$ cat config.mk
export PLATFORM = sky130hd
export DESIGN_NAME = spea_seg_parser
export DESIGN_NICKNAME = d
export VERILOG_FILES = /design/src/rtl/spea_pkg.sv /design/src/rtl/spea_seg_parser.sv
export SDC_FILE = /design/constraint.sdc
export NUM_CORES = 1
export LEC_CHECK = 0
export ABC_AREA = 1
export BUFFER_PORTS_ARGS = -buffer_cell sky130_fd_sc_hd__buf_2
export CELL_PAD_IN_SITES_DETAIL_PLACEMENT = 2
export CELL_PAD_IN_SITES_GLOBAL_PLACEMENT = 2
export CORE_ASPECT_RATIO = 1.2
export CORE_UTILIZATION = 36
export CTS_BUF_LIST = sky130_fd_sc_hd__clkbuf_4
export CTS_CLUSTER_SIZE = 16
export DETAILED_ROUTE_END_ITERATION = 12
export PLACE_DENSITY_LB_ADDON = 0.1
export SETUP_SLACK_MARGIN = 0.02
export SLEW_MARGIN = 20
export SYNTH_ARGS = -nofsm -noshare
export SYNTH_HDL_FRONTEND = slang
export SYNTH_SLANG_ARGS = --single-unit
$ cat constraint.sdc
create_clock -name clk -period 24.1 [get_ports clk]
set_clock_uncertainty 0.15 [all_clocks]
set_input_delay 4.82 -clock clk [delete_from_list [all_inputs] [get_ports clk]]
set_output_delay 4.82 -clock clk [all_outputs]
set_load 0.01 [all_outputs]
$ cat src/rtl/spea_pkg.sv
// spea_pkg: shared types and helpers for the segment parser
package spea_pkg;
  typedef enum logic [1:0] {IDLE, SCAN, EMIT, FIN} state_t;
  // A limit of zero or above the maximum means "as many as the hardware allows".
  function automatic int eff_limit(input int lim, input int max_seg);
    return (lim == 0 || lim > max_seg) ? max_seg : lim;
  endfunction
endpackage

$ cat src/rtl/spea_seg_parser.sv
// spea_seg_parser: cuts a latched word into delimiter-terminated segments, LSB first
// Ports: clk/rst (async, active-high); en starts a run in IDLE;
// input_B/input_S data word and delimiter mask; seg_limit segments per run;
// out_seg/out_len/out_idx/out_ovf with out_valid/out_ready handshake;
// busy outside IDLE; done pulses at end of run with seg_total.
module spea_seg_parser
  import spea_pkg::*;
#(
  parameter int IN_W = 64,
  parameter int SEG_W = 32,
  parameter int MAX_SEG = 4,
  localparam int POS_W = $clog2(IN_W + 1),
  localparam int LEN_W = $clog2(SEG_W + 1),
  localparam int CNT_W = $clog2(MAX_SEG + 1)
) (
  input  logic             clk,
  input  logic             rst,
  input  logic             en,
  input  logic [IN_W-1:0]  input_B,
  input  logic [IN_W-1:0]  input_S,
  input  logic [CNT_W-1:0] seg_limit,
  output logic [SEG_W-1:0] out_seg,
  output logic [LEN_W-1:0] out_len,
  output logic [CNT_W-1:0] out_idx,
  output logic             out_ovf,
  output logic             out_valid,
  input  logic             out_ready,
  output logic             busy,
  output logic             done,
  output logic [CNT_W-1:0] seg_total
);
  state_t state_q, state_d;
  logic [IN_W-1:0] b_q, b_d, s_q, s_d, b_sh, s_sh;
  logic [POS_W-1:0] pos_q, pos_d;
  logic [LEN_W-1:0] len_q, len_d, olen_q, olen_d;
  logic [CNT_W-1:0] cnt_q, cnt_d, lim_q, lim_d, total_q, total_d, oidx_q, oidx_d;
  logic [SEG_W-1:0] seg_q, seg_d, oseg_q, oseg_d;
  logic ovf_q, ovf_d, oovf_q, oovf_d, ovalid_q, ovalid_d;
  // The current bit sits at position 0 after shifting by pos.
  assign b_sh = b_q >> pos_q;
  assign s_sh = s_q >> pos_q;
  always_comb begin
    state_d = state_q;
    b_d = b_q;
    s_d = s_q;
    pos_d = pos_q;
    len_d = len_q;
    cnt_d = cnt_q;
    lim_d = lim_q;
    total_d = total_q;
    seg_d = seg_q;
    ovf_d = ovf_q;
    oseg_d = oseg_q;
    olen_d = olen_q;
    oidx_d = oidx_q;
    oovf_d = oovf_q;
    ovalid_d = ovalid_q;
    case (state_q)
      IDLE: if (en) begin
        b_d = input_B;
        s_d = input_S;
        lim_d = CNT_W'(eff_limit(int'(seg_limit), MAX_SEG));
        pos_d = '0;
        len_d = '0;
        cnt_d = '0;
        seg_d = '0;
        ovf_d = 1'b0;
        state_d = SCAN;
      end
      SCAN: begin
        if (len_q < LEN_W'(SEG_W)) begin
          seg_d = seg_q | (SEG_W'(b_sh[0]) << len_q);
          len_d = len_q + LEN_W'(1);
        end else ovf_d = 1'b1;
        pos_d = pos_q + POS_W'(1);
        state_d = (s_sh[0] || pos_q == POS_W'(IN_W - 1)) ? EMIT : SCAN;
      end
      EMIT: if (!ovalid_q) begin
        // First EMIT cycle captures the segment into the output holding registers.
        oseg_d = seg_q;
        olen_d = len_q;
        oidx_d = cnt_q;
        oovf_d = ovf_q;
        ovalid_d = 1'b1;
      end else if (out_ready) begin
        ovalid_d = 1'b0;
        cnt_d = cnt_q + CNT_W'(1);
        seg_d = '0;
        len_d = '0;
        ovf_d = 1'b0;
        state_d = (cnt_d == lim_q || pos_q == POS_W'(IN_W)) ? FIN : SCAN;
        total_d = (state_d == FIN) ? cnt_d : total_q;
      end
      FIN: state_d = IDLE;
      default: state_d = IDLE;
    endcase
  end
  always_ff @(posedge clk or posedge rst) begin
    if (rst) begin
      state_q <= IDLE;
      b_q <= '0;
      s_q <= '0;
      pos_q <= '0;
      len_q <= '0;
      cnt_q <= '0;
      lim_q <= '0;
      total_q <= '0;
      seg_q <= '0;
      ovf_q <= 1'b0;
      oseg_q <= '0;
      olen_q <= '0;
      oidx_q <= '0;
      oovf_q <= 1'b0;
      ovalid_q <= 1'b0;
    end else begin
      state_q <= state_d;
      b_q <= b_d;
      s_q <= s_d;
      pos_q <= pos_d;
      len_q <= len_d;
      cnt_q <= cnt_d;
      lim_q <= lim_d;
      total_q <= total_d;
      seg_q <= seg_d;
      ovf_q <= ovf_d;
      oseg_q <= oseg_d;
      olen_q <= olen_d;
      oidx_q <= oidx_d;
      oovf_q <= oovf_d;
      ovalid_q <= ovalid_d;
    end
  end
  assign out_seg = oseg_q;
  assign out_len = olen_q;
  assign out_idx = oidx_q;
  assign out_ovf = oovf_q;
  assign out_valid = ovalid_q;
  assign busy = state_q != IDLE;
  assign done = state_q == FIN;
  assign seg_total = total_q;
endmodule

==> reports/results.ini <==
[detailed_routing]
via_count=9119
first_pass_iters=4
ant_nets=0
dr.first_iter.drc_count=314
vias_per_cell=4.88
wirelength_um=31400
drc=0
post_drt_wl_per_cell_um=16.8

[worst_setup_path]
path_class=reg2out
max_stage_delay_ns=0.42
cpMaxStageDelayCell=dfrtp_1
timing.rr.start=pos_q[0]
required_ns=19.13
end_kind=output pin
startpoint_type=flop
worstPathMaxFanout=5
r2r_cells=13
ff2ff_setup_slack_ns=21.02
crit_family=flip-flops
reg2reg_to=seg_q[24]
crit_buf_inv=2
path_cells=nor2_1 > inv_1 > buf_2
worstPathArrival_ns=1.54

[clocking]
cts_tree=built
clkSinkCount=228
clkLatencyLatePin_ns=0.69
postCtsSetupRepairBufs=0
clk_pin_slew_ns=0.06
hold_buffers=0
htreeDepth=2
ctsResizeCount=0
cts_buffer_depth=3
cts_root_buf=clkbuf_4
numCtsBuffers=60

[synthesis]
seq_area_frac_synth_pct=55.8
syn_nets=1400
ys_ff_latch=228
syn_area_per_cell_um2=8.12
netlist_area_mm2=0.0102
yosysWarnings=0
netlist_instances=1260
synth_cell_type_count=32

[power]
power.leakage_nw=6.37
p_total_mw=1.54
ir_drop_uv=44.1
power_density_mw_per_mm2=127

[sta]
setup_violations=0
slew_headroom_pct=24.7
tns_ns=0
min_period_ns=6.51
max_clock_freq_ghz=0.154
hold_viol=0
slew_viol_final=0
worst_slew_pin_slew_ns=1.12
fin_crit_sh_pct=27.0
rsz0062_at_grt=no

[worst_hold_path]
hold_depth=2
min_path_type=reg2reg
worstHoldStart=s_q[14]
min_to=s_q[14]

[final_layout]
final_cell_area_mm2=0.0122
layout.cells.most_common=nand2_1
nNetsFinal=1585
stdcell_count=1870
utilization_pct=43.7
mostFrequentLayoutCells=466 x nand2_1, 227 x dfrtp_1, 182 x buf_2
drive_above_1_share_pct=20.7
area_growth_syn_to_layout_pct=19.2

[floorplanning]
rows=67
chipHeight_um=187
dieArea_mm2=0.0291
core_region_area_mm2=0.0279
start_util_pct=36.7
fp.dieW_um=156
ioPinCount=183

[global_routing]
grt_first_pass_wirelength_um=52000
gr-total-overflow=0
antenna_found_initial=1
track_usage_pct=22.6
grt_pass1_vias=10200
grt_max_degree=107

[place]
gp_congestion=0.766
place_area_mm2=0.0114
place_inst=1762
portBuffers=182
dpl.hpwl_um=20900

[job]
drv_cap=0

[status]
status=finished, final reports clean

==> cell usage after synthesis <==
master | number | area share (%)
o22ai_1 | 14 | 0.86
xor2_1 | 3 | 0.26
buf_2 | 11 | 0.54
clkbuf_1 | 48 | 1.8
clkinv_1 | 2 | 0.073
nor2_4 | 5 | 0.55
o21a_1 | 3 | 0.22
o31ai_1 | 3 | 0.22
a21boi_2 | 1 | 0.11
o21ai_0 | 118 | 5.8
nand3_2 | 2 | 0.20
ha_1 | 5 | 0.61
buf_6 | 3 | 0.33
buf_4 | 5 | 0.37
a21oi_1 | 36 | 1.8
xnor2_1 | 1 | 0.086
inv_1 | 93 | 3.4
o221ai_1 | 2 | 0.17
inv_2 | 3 | 0.11
mux2_2 | 6 | 0.66
nand3_1 | 59 | 2.9
nor2_1 | 108 | 4.0
o211ai_1 | 6 | 0.44
nor3_2 | 1 | 0.098
nor3_1 | 3 | 0.15
inv_4 | 1 | 0.061
nand2_1 | 467 | 17
nor2_8 | 1 | 0.20
dfrtp_1 | 228 | 56
buf_1 | 1 | 0.037
nand4_1 | 16 | 0.98
o21ai_1 | 5 | 0.24
==> metal layers <==
layer	share of wire [%]	GRT usage, %	routed length [um]	vias up
met1	42	26.7	13100	4493
met4	2.1	6.64	672	0
met2	53	41.3	16600	178
met5	0	0	0	-
met3	3.3	3.62	1030	55
li1	-	-	-	4393
==> stage by stage <==
stage / hold WS [ns] / setup WS [ns]
2_1_floorplan: 0.287 / 12.88
3_3_place_gp: 0.298 / 16.34
3_5_place_dp: 0.307 / 16.85
4_1_cts: 0.320 / 17.52
5_1_grt: 0.342 / 17.39
6_report: 0.318 / 17.59
==> worst min-delay path, cell delays in order, from the launching register on <==
cell and delay [ns]:
dfrtp_1 0.34, nand2_1 0.05, nand2_1 0.05
==> power by group <==
part           internal, mW  switching [mW]
logic                 0.188           0.406
registers             0.525          0.0829
clock network         0.180           0.162
==> cells by family after synthesis <==
logic type	share of synthesized area [%]
mux	0.660
compound gates	9.79
buf+inv	6.69
flops	55.8
fa+ha+maj	0.611
xor+xnor	0.342
simple gates	26.1
==> worst max-delay path by stage <==
stage               startpoint       end  slack (ns)  depth (start not counted)
floorplan                  rst    b_q[0]       12.88                          1
global placement            en  lim_q[1]       16.34                          6
detailed placement          en  lim_q[0]       16.85                          6
CTS                 state_q[0]      busy       17.52                          3
global route                en  lim_q[0]       17.39                          6
finish              state_q[0]      busy       17.59                          3
==> flip-flops by register name (all words and copies together), names as in the netlist, 6 cells and up <==
name	cells
b_q	64
len_q	6
out_len	6
out_seg	32
pos_q	7
s_q	64
seg_q	32
==> cell type report <==
type                            count  area (um^2)
Sequential cell                   228         5710
Clock inverter                     17         91.3
Tap cell                          379          474
Timing Repair Buffer              191          998
Clock buffer                       90          676
Inverter                           99          383
Antenna cell                        1         2.50
Multi-Input combinational cell    865         3860
Fill cell                        3335        15700
Power figures use the tool's default switching activity.
